<file path="config.mk">
export PLATFORM = sky130hd
export DESIGN_NAME = keypad_scanner_flat
export DESIGN_NICKNAME = d
export VERILOG_FILES = /design/src/rtl/keypad_scanner_if.sv /design/src/rtl/keypad_scanner.sv /design/src/flat_wrapper.sv
export SDC_FILE = /design/constraint.sdc
export NUM_CORES = 1
export LEC_CHECK = 0
export ABC_CLOCK_PERIOD_IN_PS = 4810
export BUFFER_PORTS_ARGS = -buffer_cell sky130_fd_sc_hd__buf_2
export CAP_MARGIN = 40
export CORE_MARGIN = 1.5
export CORE_UTILIZATION = 31
export CTS_BUF_LIST = sky130_fd_sc_hd__clkbuf_4
export DETAILED_ROUTE_END_ITERATION = 7
export REMOVE_ABC_BUFFERS = 1
export SLEW_MARGIN = 20
export SYNTH_ARGS = -nofsm -noshare
export SYNTH_HDL_FRONTEND = slang
export SYNTH_SLANG_ARGS = --single-unit
export TNS_END_PERCENT = 5
</file>
<file path="constraint.sdc">
create_clock -name clock -period 4.81 [get_ports clock]
set_input_delay 0.7215 -clock clock [delete_from_list [all_inputs] [get_ports clock]]
set_output_delay 0.7215 -clock clock [all_outputs]
set_load 0.1 [all_outputs]
</file>
<file path="src/rtl/keypad_scanner_if.sv">
// Keypad matrix pins plus the decoded key event seen by the consumer.
// The master side is the scanner; the slave side is the keypad/consumer.
interface keypad_scanner_if;
    logic [3:0] row;
    logic [3:0] col;
    logic [3:0] key_code;
    logic       key_valid;
    logic       key_held;

    modport master (
        input  row,
        output col,
        output key_code,
        output key_valid,
        output key_held
    );

    modport slave (
        output row,
        input  col,
        input  key_code,
        input  key_valid,
        input  key_held
    );
endinterface

</file>
<file path="src/rtl/keypad_scanner.sv">
// 4x4 matrix keypad scanner: one-cold column drive, whole-scan debounce,
// and a single-key event FSM that ignores rollover and multi-key chords.
module keypad_scanner #(
    parameter int SCAN_DIV       = 1000,
    parameter int DEBOUNCE_SCANS = 4
) (
    input  logic             clock,
    input  logic             reset,
    keypad_scanner_if.master kp
);

    localparam int DW = (SCAN_DIV > 1) ? $clog2(SCAN_DIV) : 1;
    localparam int SW = $clog2(DEBOUNCE_SCANS + 1);

    localparam logic [DW-1:0] DWELL_LAST = DW'(SCAN_DIV - 1);
    localparam logic [SW-1:0] STABLE_MAX = SW'(DEBOUNCE_SCANS);

    typedef enum logic [1:0] {
        IDLE    = 2'd0,
        PRESSED = 2'd1,
        LOCKED  = 2'd2
    } state_t;

    function automatic logic is_single(input logic [15:0] m);
        return (m != 16'd0) && ((m & (m - 16'd1)) == 16'd0);
    endfunction

    function automatic logic [3:0] key_index(input logic [15:0] m);
        logic [3:0] idx;
        idx = 4'd0;
        for (int i = 0; i < 16; i++) begin
            if (m[i]) idx = 4'(i);
        end
        return idx;
    endfunction

    logic [3:0]    row_meta_q, row_meta_d;
    logic [3:0]    row_sync_q, row_sync_d;
    logic [DW-1:0] dwell_q,    dwell_d;
    logic [1:0]    col_idx_q,  col_idx_d;
    logic [3:0]    col_q,      col_d;
    logic [15:0]   snap_q,     snap_d;
    logic [15:0]   prev_q,     prev_d;
    logic [SW-1:0] stable_q,   stable_d;
    logic [15:0]   map_q,      map_d;
    logic          map_upd_q,  map_upd_d;
    state_t        state_q,    state_d;
    logic [3:0]    key_code_q, key_code_d;
    logic          key_valid_q, key_valid_d;

    logic dwell_last;
    logic scan_end;

    // Scan timing, snapshot capture and whole-scan debounce
    always_comb begin
        row_meta_d = kp.row;
        row_sync_d = row_meta_q;

        dwell_last = (dwell_q == DWELL_LAST);
        scan_end   = dwell_last && (col_idx_q == 2'd3);

        dwell_d   = dwell_last ? '0 : dwell_q + DW'(1);
        col_idx_d = dwell_last ? col_idx_q + 2'd1 : col_idx_q;
        col_d     = ~(4'b0001 << col_idx_d);

        snap_d    = snap_q;
        prev_d    = prev_q;
        stable_d  = stable_q;
        map_d     = map_q;
        map_upd_d = 1'b0;

        if (dwell_last) begin
            // Rows are active-low; store 1 = pressed.
            snap_d[{col_idx_q, 2'b00} +: 4] = ~row_sync_q;
        end

        if (scan_end) begin
            if (snap_d == prev_q) begin
                stable_d = (stable_q >= STABLE_MAX) ? STABLE_MAX : stable_q + SW'(1);
            end else begin
                stable_d = SW'(1);
            end
            prev_d = snap_d;
            if (stable_d == STABLE_MAX) begin
                map_d     = snap_d;
                map_upd_d = 1'b1;
            end
        end
    end

    // Key event FSM, stepped only on the clock after a debounced-map load
    always_comb begin
        state_d     = state_q;
        key_code_d  = key_code_q;
        key_valid_d = 1'b0;

        if (map_upd_q) begin
            unique case (state_q)
                IDLE: begin
                    if (is_single(map_q)) begin
                        key_code_d  = key_index(map_q);
                        key_valid_d = 1'b1;
                        state_d     = PRESSED;
                    end else if (map_q != 16'd0) begin
                        state_d = LOCKED;
                    end
                end
                PRESSED: begin
                    if (map_q == 16'd0) begin
                        state_d = IDLE;
                    end else if (map_q != (16'd1 << key_code_q)) begin
                        state_d = LOCKED;
                    end
                end
                LOCKED: begin
                    if (map_q == 16'd0) state_d = IDLE;
                end
                default: state_d = IDLE;
            endcase
        end
    end

    always_ff @(posedge clock or negedge reset) begin
        if (!reset) begin
            row_meta_q  <= 4'b1111;
            row_sync_q  <= 4'b1111;
            dwell_q     <= '0;
            col_idx_q   <= 2'd0;
            col_q       <= 4'b1110;
            snap_q      <= 16'd0;
            prev_q      <= 16'd0;
            stable_q    <= '0;
            map_q       <= 16'd0;
            map_upd_q   <= 1'b0;
            state_q     <= IDLE;
            key_code_q  <= 4'd0;
            key_valid_q <= 1'b0;
        end else begin
            row_meta_q  <= row_meta_d;
            row_sync_q  <= row_sync_d;
            dwell_q     <= dwell_d;
            col_idx_q   <= col_idx_d;
            col_q       <= col_d;
            snap_q      <= snap_d;
            prev_q      <= prev_d;
            stable_q    <= stable_d;
            map_q       <= map_d;
            map_upd_q   <= map_upd_d;
            state_q     <= state_d;
            key_code_q  <= key_code_d;
            key_valid_q <= key_valid_d;
        end
    end

    assign kp.col       = col_q;
    assign kp.key_code  = key_code_q;
    assign kp.key_valid = key_valid_q;
    assign kp.key_held  = (state_q == PRESSED);

endmodule

</file>
<file path="src/flat_wrapper.sv">
// flat-port wrapper written by rule: the top's interface ports become plain ports
module keypad_scanner_flat 
#(
    parameter int SCAN_DIV       = 1000,
    parameter int DEBOUNCE_SCANS = 4
)
  (clock, reset, kp_row, kp_col, kp_key_code, kp_key_valid, kp_key_held);
  keypad_scanner_if kp_i ();
  input  logic clock;
  input  logic reset;
  input wire logic [$bits(kp_i.row)-1:0] kp_row;
  output wire logic [$bits(kp_i.col)-1:0] kp_col;
  output wire logic [$bits(kp_i.key_code)-1:0] kp_key_code;
  output wire logic [$bits(kp_i.key_valid)-1:0] kp_key_valid;
  output wire logic [$bits(kp_i.key_held)-1:0] kp_key_held;
  assign kp_i.row = kp_row;
  assign kp_col = kp_i.col;
  assign kp_key_code = kp_i.key_code;
  assign kp_key_valid = kp_i.key_valid;
  assign kp_key_held = kp_i.key_held;
  keypad_scanner #(.SCAN_DIV(SCAN_DIV), .DEBOUNCE_SCANS(DEBOUNCE_SCANS)) u_core (.clock(clock), .reset(reset), .kp(kp_i));
endmodule
</file>
# Word-level counts from Yosys, hierarchy flattened
# Cells that the tools add are included.
dict set report classes {
  add_sub_neg 5
  n_lt_le_gt_ge 1
  n_eq_ne 10
  shifts 4
  mux 33
  n_bitwise 3
  n_reduce_logical 9
}
# operator n
set ops {}
lappend ops {{16-bit logical NOT} 2}
lappend ops {{4-bit 2-to-1 mux} 8}
lappend ops {{3-bit 2-to-1 mux} 7}
lappend ops {{16-bit bitwise AND} 1}
lappend ops {{16-bit bitwise mux} 1}
lappend ops {{16-bit equality test} 1}
lappend ops {{16-bit 2-to-1 mux} 1}
lappend ops {{2-bit 2-to-1 mux} 8}
lappend ops {{16-bit != test} 1}
lappend ops {{16-bit nonzero test} 1}
lappend ops {{4-bit by 6-bit variable shift with 16-bit output, first input constant} 1}
lappend ops {{4-bit by 6-bit indexed part select with 16-bit output} 1}
lappend ops {{1-bit by 4-bit left shift with 16-bit output, first input constant} 1}
lappend ops {{16-bit by 1-bit subtractor with 16-bit output, second input constant} 1}
lappend ops {{10-bit by 1-bit adder with 10-bit output, second input constant} 1}
lappend ops {{10-bit equality test, second input constant} 1}
lappend ops {{10-bit 2-to-1 mux} 1}
lappend ops {{4-bit NOT} 2}
lappend ops {{1-bit 2-to-1 mux} 6}
lappend ops {{3-bit by 1-bit != test with 1-bit output, second input constant} 2}
lappend ops {{4-bit negation with 6-bit output} 1}
lappend ops {{2-bit one-hot mux with 3 select lines} 1}
lappend ops {{2-bit equality test, second input constant} 2}
lappend ops {{4-bit AND reduction} 1}
lappend ops {{11 further kinds} 12}
dict set report totals {
  regBits 83
  input_bits 6
  out_inout_bits 10
  word_cells 78
}

# Longest topological paths before layout
dict set report logic_depth {
  depth_word 15
  ltp_mapped 11
  mapped_depth_nobuf 9
}

# Least setup slack after synthesis
# Ideal clock, no wire load.
dict set report synth_path {
  path_type {reg-to-reg}
  from {register u_core.col_idx_q[0]}
  to {register u_core.map_q[10]}
  setup_ns 0.125
  arrival_ns 3.337
  required_ns 4.685
  path_slack_ns 1.348
  stages_incl_launch_ff 12
  n_path_buf 2
  period_less_slack_ns 3.462
  path_cell_list {dfrtp_1 clkbuf_1 inv_1 ha_1 or4b_2 nor4_1 o21ai_0 a22oi_1 nand4_1 nor4b_4 buf_6 mux2_4}
}
dict set report synth_between {
  elab_chain_len 9
  elab_cells_between_ends 12
  cone_classes {add/sub (1); eq/ne (3); shift (2); mux (4); reduce/logical (2)}
}
# item line
set synth_lines {}
lappend synth_lines {{start: declaration} keypad_scanner.sv:40} ;# logic [1:0] col_idx_q, col_idx_d;
lappend synth_lines {{start signal: assignment} keypad_scanner.sv:142} ;# col_idx_q <= col_idx_d;
lappend synth_lines {{4-bit negation with 6-bit output} keypad_scanner.sv:74} ;# snap_d[{col_idx_q, 2'b00} +: 4] = ~row_sync_q;
lappend synth_lines {{4-bit by 6-bit indexed part select with 16-bit output or 4-bit by 6-bit variable shift with 16-bit output (tied branches)} keypad_scanner.sv:74}
lappend synth_lines {{16-bit bitwise mux} keypad_scanner.sv:74}
lappend synth_lines {{16-bit 2-to-1 mux} keypad_scanner.sv:72} ;# if (dwell_last) begin
lappend synth_lines {{16-bit equality test} keypad_scanner.sv:78} ;# if (snap_d == prev_q) begin
lappend synth_lines {{3-bit 2-to-1 mux} keypad_scanner.sv:78}
lappend synth_lines {{3-bit 2-to-1 mux} keypad_scanner.sv:77} ;# if (scan_end) begin
lappend synth_lines {{3-bit equality test} keypad_scanner.sv:84} ;# if (stable_d == STABLE_MAX) begin
lappend synth_lines {{2-bit AND reduction (no line)} --}
lappend synth_lines {{end signal: assignment} keypad_scanner.sv:147} ;# map_q <= map_d;
lappend synth_lines {{end: declaration} keypad_scanner.sv:45} ;# logic [15:0] map_q, map_d;
# Several ways; a longest one is shown, not always the timed one. The select of a mux whose other input is x is not followed.
# A chain may end at the register's enable or synchronous reset.

# Worst setup path after layout
dict set report layout_path {
  from {register u_core.col_idx_q[0]}
  to {register u_core.map_q[5]}
}
# Same word-level chain as after synthesis.

==> flow_summary_export.csv <==
group,metric,value,unit
outcome,status,"complete, no violations",
power,ir_drop,0.193,mV
die,rows,43,
die,die_area,15200,µm²
layout,area_delta_synth_final,9.10,%
layout,final_layout_size_suffix_gt1_share,18.1,%
critical_path,cpMaxStageDelayCell,"or4b_2",
die,die_w,123,µm
clock_tree,numCtsBuffers,9,
clock_tree,cts_tree,"done",
route,drt_wl_total,9730,µm
critical_path,path_depth,10,
timing,fin_worst_skew,0.0173,ns
route,drcViolationCount,0,
synth,synth_edf_count,0,
synth,ys_top_cells_by_area,"dfrtp_1 40%, dfstp_2 6.4%, nand2_1 4.8%, mux2_4 3.3%, o21ai_0 3.0%",
layout,diodes,0,
global_routing,overflow,0,
synth,yosysTopAreaCellShare,40.1,%
clock_tree,clk_pin_slew,0.14,ns
global_routing,first_global_vias,3279,
critical_path,rr_worst_depth,10,
placement,hpwlAfterDp,7040,µm
timing,rsz0062_at_grt,"false",
die,core,14000,µm²
synth,syn_avg_cell_area,10.0,µm²
clock_tree,cts.root.buffer_cell,"clkbuf_4",
clock_tree,postCtsSetupBuffers,0,
synth,synth_cells,449,
critical_path,arrival,4.00,ns
global_routing,grt_start_max_net_pins,46,
timing,tns,0,ns
timing,hold_viol,0,
clock_tree,cts_sinks,83,
route,drtAntennaViolNets,0,
critical_path,start_kind,"register",
timing,finalCriticalPeriod,3.67,ns
synth,yosysMostFrequentCell,"dfrtp_1",
clock_tree,cts_htree_levels,3,
min_path,hold_path.class,"primary input to async pin",
synth,synth_cell_types,64,
placement,place.port_buffers,15,
timing,layout_setup_ws,1.14,ns
critical_path,worstPathRequired,5.14,ns
critical_path,crit_chain,"inv_1 > ha_1 > or4b_2 > nor4_1 > o21ai_0 > a22oi_1 > nand4_1 > nor4b_4 > buf_4 > mux2_2",
synth,ys_seq_elements,83,
critical_path,crit_path_start,"u_core.col_idx_q[0]",
route,num_vias,3365,
power,p_per_area,234,nW/µm²
power,p_leak,0.00224,µW
critical_path,crit_end,"u_core.map_q[5]",
critical_path,cp_num_buf_inv,2,
global_routing,grt_antenna_before_repair,0,
synth,synthFlopType,"dfrtp_1",
synth,synth_common_cells,"72 x dfrtp_1, 58 x nand2_1, 27 x o21ai_0",
die,io_pins,16,
timing,maxSlewViolCount,0,
route,drt_iter0_drc,275,
critical_path,timing.rr.end,"u_core.map_q[5]",
critical_path,crit_type,"register to register",
synth,yosys_warnings,0,
timing,slew_headroom,58.5,%
die,start_util,32.0,%
critical_path,critPathMaxFanout,16,
placement,gp_congestion,0.900,
timing,fmax,272,MHz
synth,yosysSeqAreaShare,46.5,%
clock_tree,holdBufCountCts,0,
route,dr.pass1.iters,4,
layout,nets,472,
synth,synth_top_area_cell,"dfrtp_1",
critical_path,reg2reg_from,"u_core.col_idx_q[0]",
timing,tightest_slew,0.607,ns
placement,place_ws,1.15,ns
clock_tree,worstSkewPairLatency,0.43,ns
global_routing,grt_pass1_wl,16600,µm
synth,synth_area,4500,µm²
critical_path,end_kind,"register",
synth,async_reset_ff_share,100,%
timing,setup_viol_count_final,0,
global_routing,grt_usage,13.9,%
critical_path,timing.reg2reg.setup_slack,1.14,ns
die,die_h,123,µm
route,avgViaCountPerCell,5.23,
critical_path,critical-path-max-stage-delay,0.66,ns
flow_run,drv_cap,0,
clock_tree,ctsResizeCount,0,
clock_tree,clockBufferDepth,2,
critical_path,crit_family,"simple AND/OR/NAND/NOR gates",
layout,fin_util,34.9,%
route,wl_per_cell,15.1,µm
timing,finalCritPeriodShare,76.4,%
-- metal layers --
| metal | track usage [%] | routed length, µm | vias up |
|---|---|---|---|
| met1 | 19.0 | 4750 | 1617 |
| met4 | 2.95 | 123 | 0 |
| met3 | 3.41 | 375 | 12 |
| met5 | 0 | 0 | - |
| li1 | - | - | 1662 |
| met2 | 22.2 | 4480 | 74 |
-- worst min path at each step --
stage	to	slack, ns	depth (start not counted)
2_1_floorplan	u_core.row_sync_q[0]	0.35	0
3_3_place_gp	u_core.row_sync_q[3]	0.35	0
3_5_place_dp	u_core.row_sync_q[2]	0.35	0
4_1_cts	u_core.col_idx_q[1]	0.23	1
5_1_grt	u_core.snap_q[11]	0.25	1
6_report	u_core.col_idx_q[1]	0.24	1
-- power by group --
part           internal [µW]  total [µW]  switching, µW
clock network            166         422            256
registers                704         708           3.64
logic                   4.90        19.1           14.2
total                    875        1150            274
-- cell type report --
class | count | area, µm²
Clock buffer | 9 | 67.6
Multi-Input combinational cell | 327 | 2240
Sequential cell | 83 | 2090
Clock inverter | 7 | 80.1
Timing Repair Buffer | 20 | 135
Inverter | 17 | 63.8
Tap cell | 180 | 225
Fill cell | 1408 | 9140
-- registers in the layout, summed over array words and instances (netlist names), 3 cells and up --
name                flops
u_core.kp.col           4
u_core.dwell_q         10
u_core.map_q           16
u_core.prev_q          16
u_core.snap_q          16
u_core.stable_q         3
u_core.row_meta_q       4
u_core.row_sync_q       4
u_core.kp.key_code      4
-- layout by cell type (no fill, tap or decap), types with 5 or more instances in the layout --
| cell | instances |
|---|---|
| ha_1 | 8 |
| a21oi_1 | 12 |
| nor4bb_1 | 7 |
| buf_4 | 5 |
| o2bb2ai_1 | 7 |
| nand2_1 | 58 |
| inv_1 | 17 |
| dfrtp_1 | 72 |
| buf_2 | 14 |
| nor3_1 | 5 |
| nor4_1 | 6 |
| xnor2_1 | 14 |
| nor2b_1 | 10 |
| a31oi_1 | 8 |
| or3_1 | 12 |
| mux2_2 | 8 |
| clkbuf_4 | 9 |
| mux2_4 | 10 |
| nor2_1 | 23 |
| and4_1 | 5 |
| dfstp_2 | 11 |
| nand4_1 | 13 |
| o21ai_0 | 27 |
| o31a_1 | 7 |
| nand3_1 | 9 |
| or2_2 | 10 |
-- cell families (layout without fill, tap and decap cells) --
logic type      after synthesis  after routing  synth area share (%)
compound gates               90             90                  13.8
xor+xnor                     18             18                  3.50
fa+ha+maj                    10             10                  2.67
buf+inv                      39             53                  3.62
flops                        83             83                  46.5
mux                          21             21                  6.01
simple gates                188            188                  23.9
-- per-stage QoR --
stage / instances / hold WS (ns) / total power, µW / area (µm²)
3_5_place_dp: 627 / 0.348 / 741 / 4760
4_1_cts: 643 / 0.230 / 1170 / 4910
3_3_place_gp: 626 / 0.347 / 738 / 4730
5_1_grt: 643 / 0.248 / 1200 / 4910
2_1_floorplan: 427 / 0.345 / 720 / 4400
6_report: 643 / 0.240 / 1150 / 4910
No activity file was read; power rests on OpenSTA's default activity.
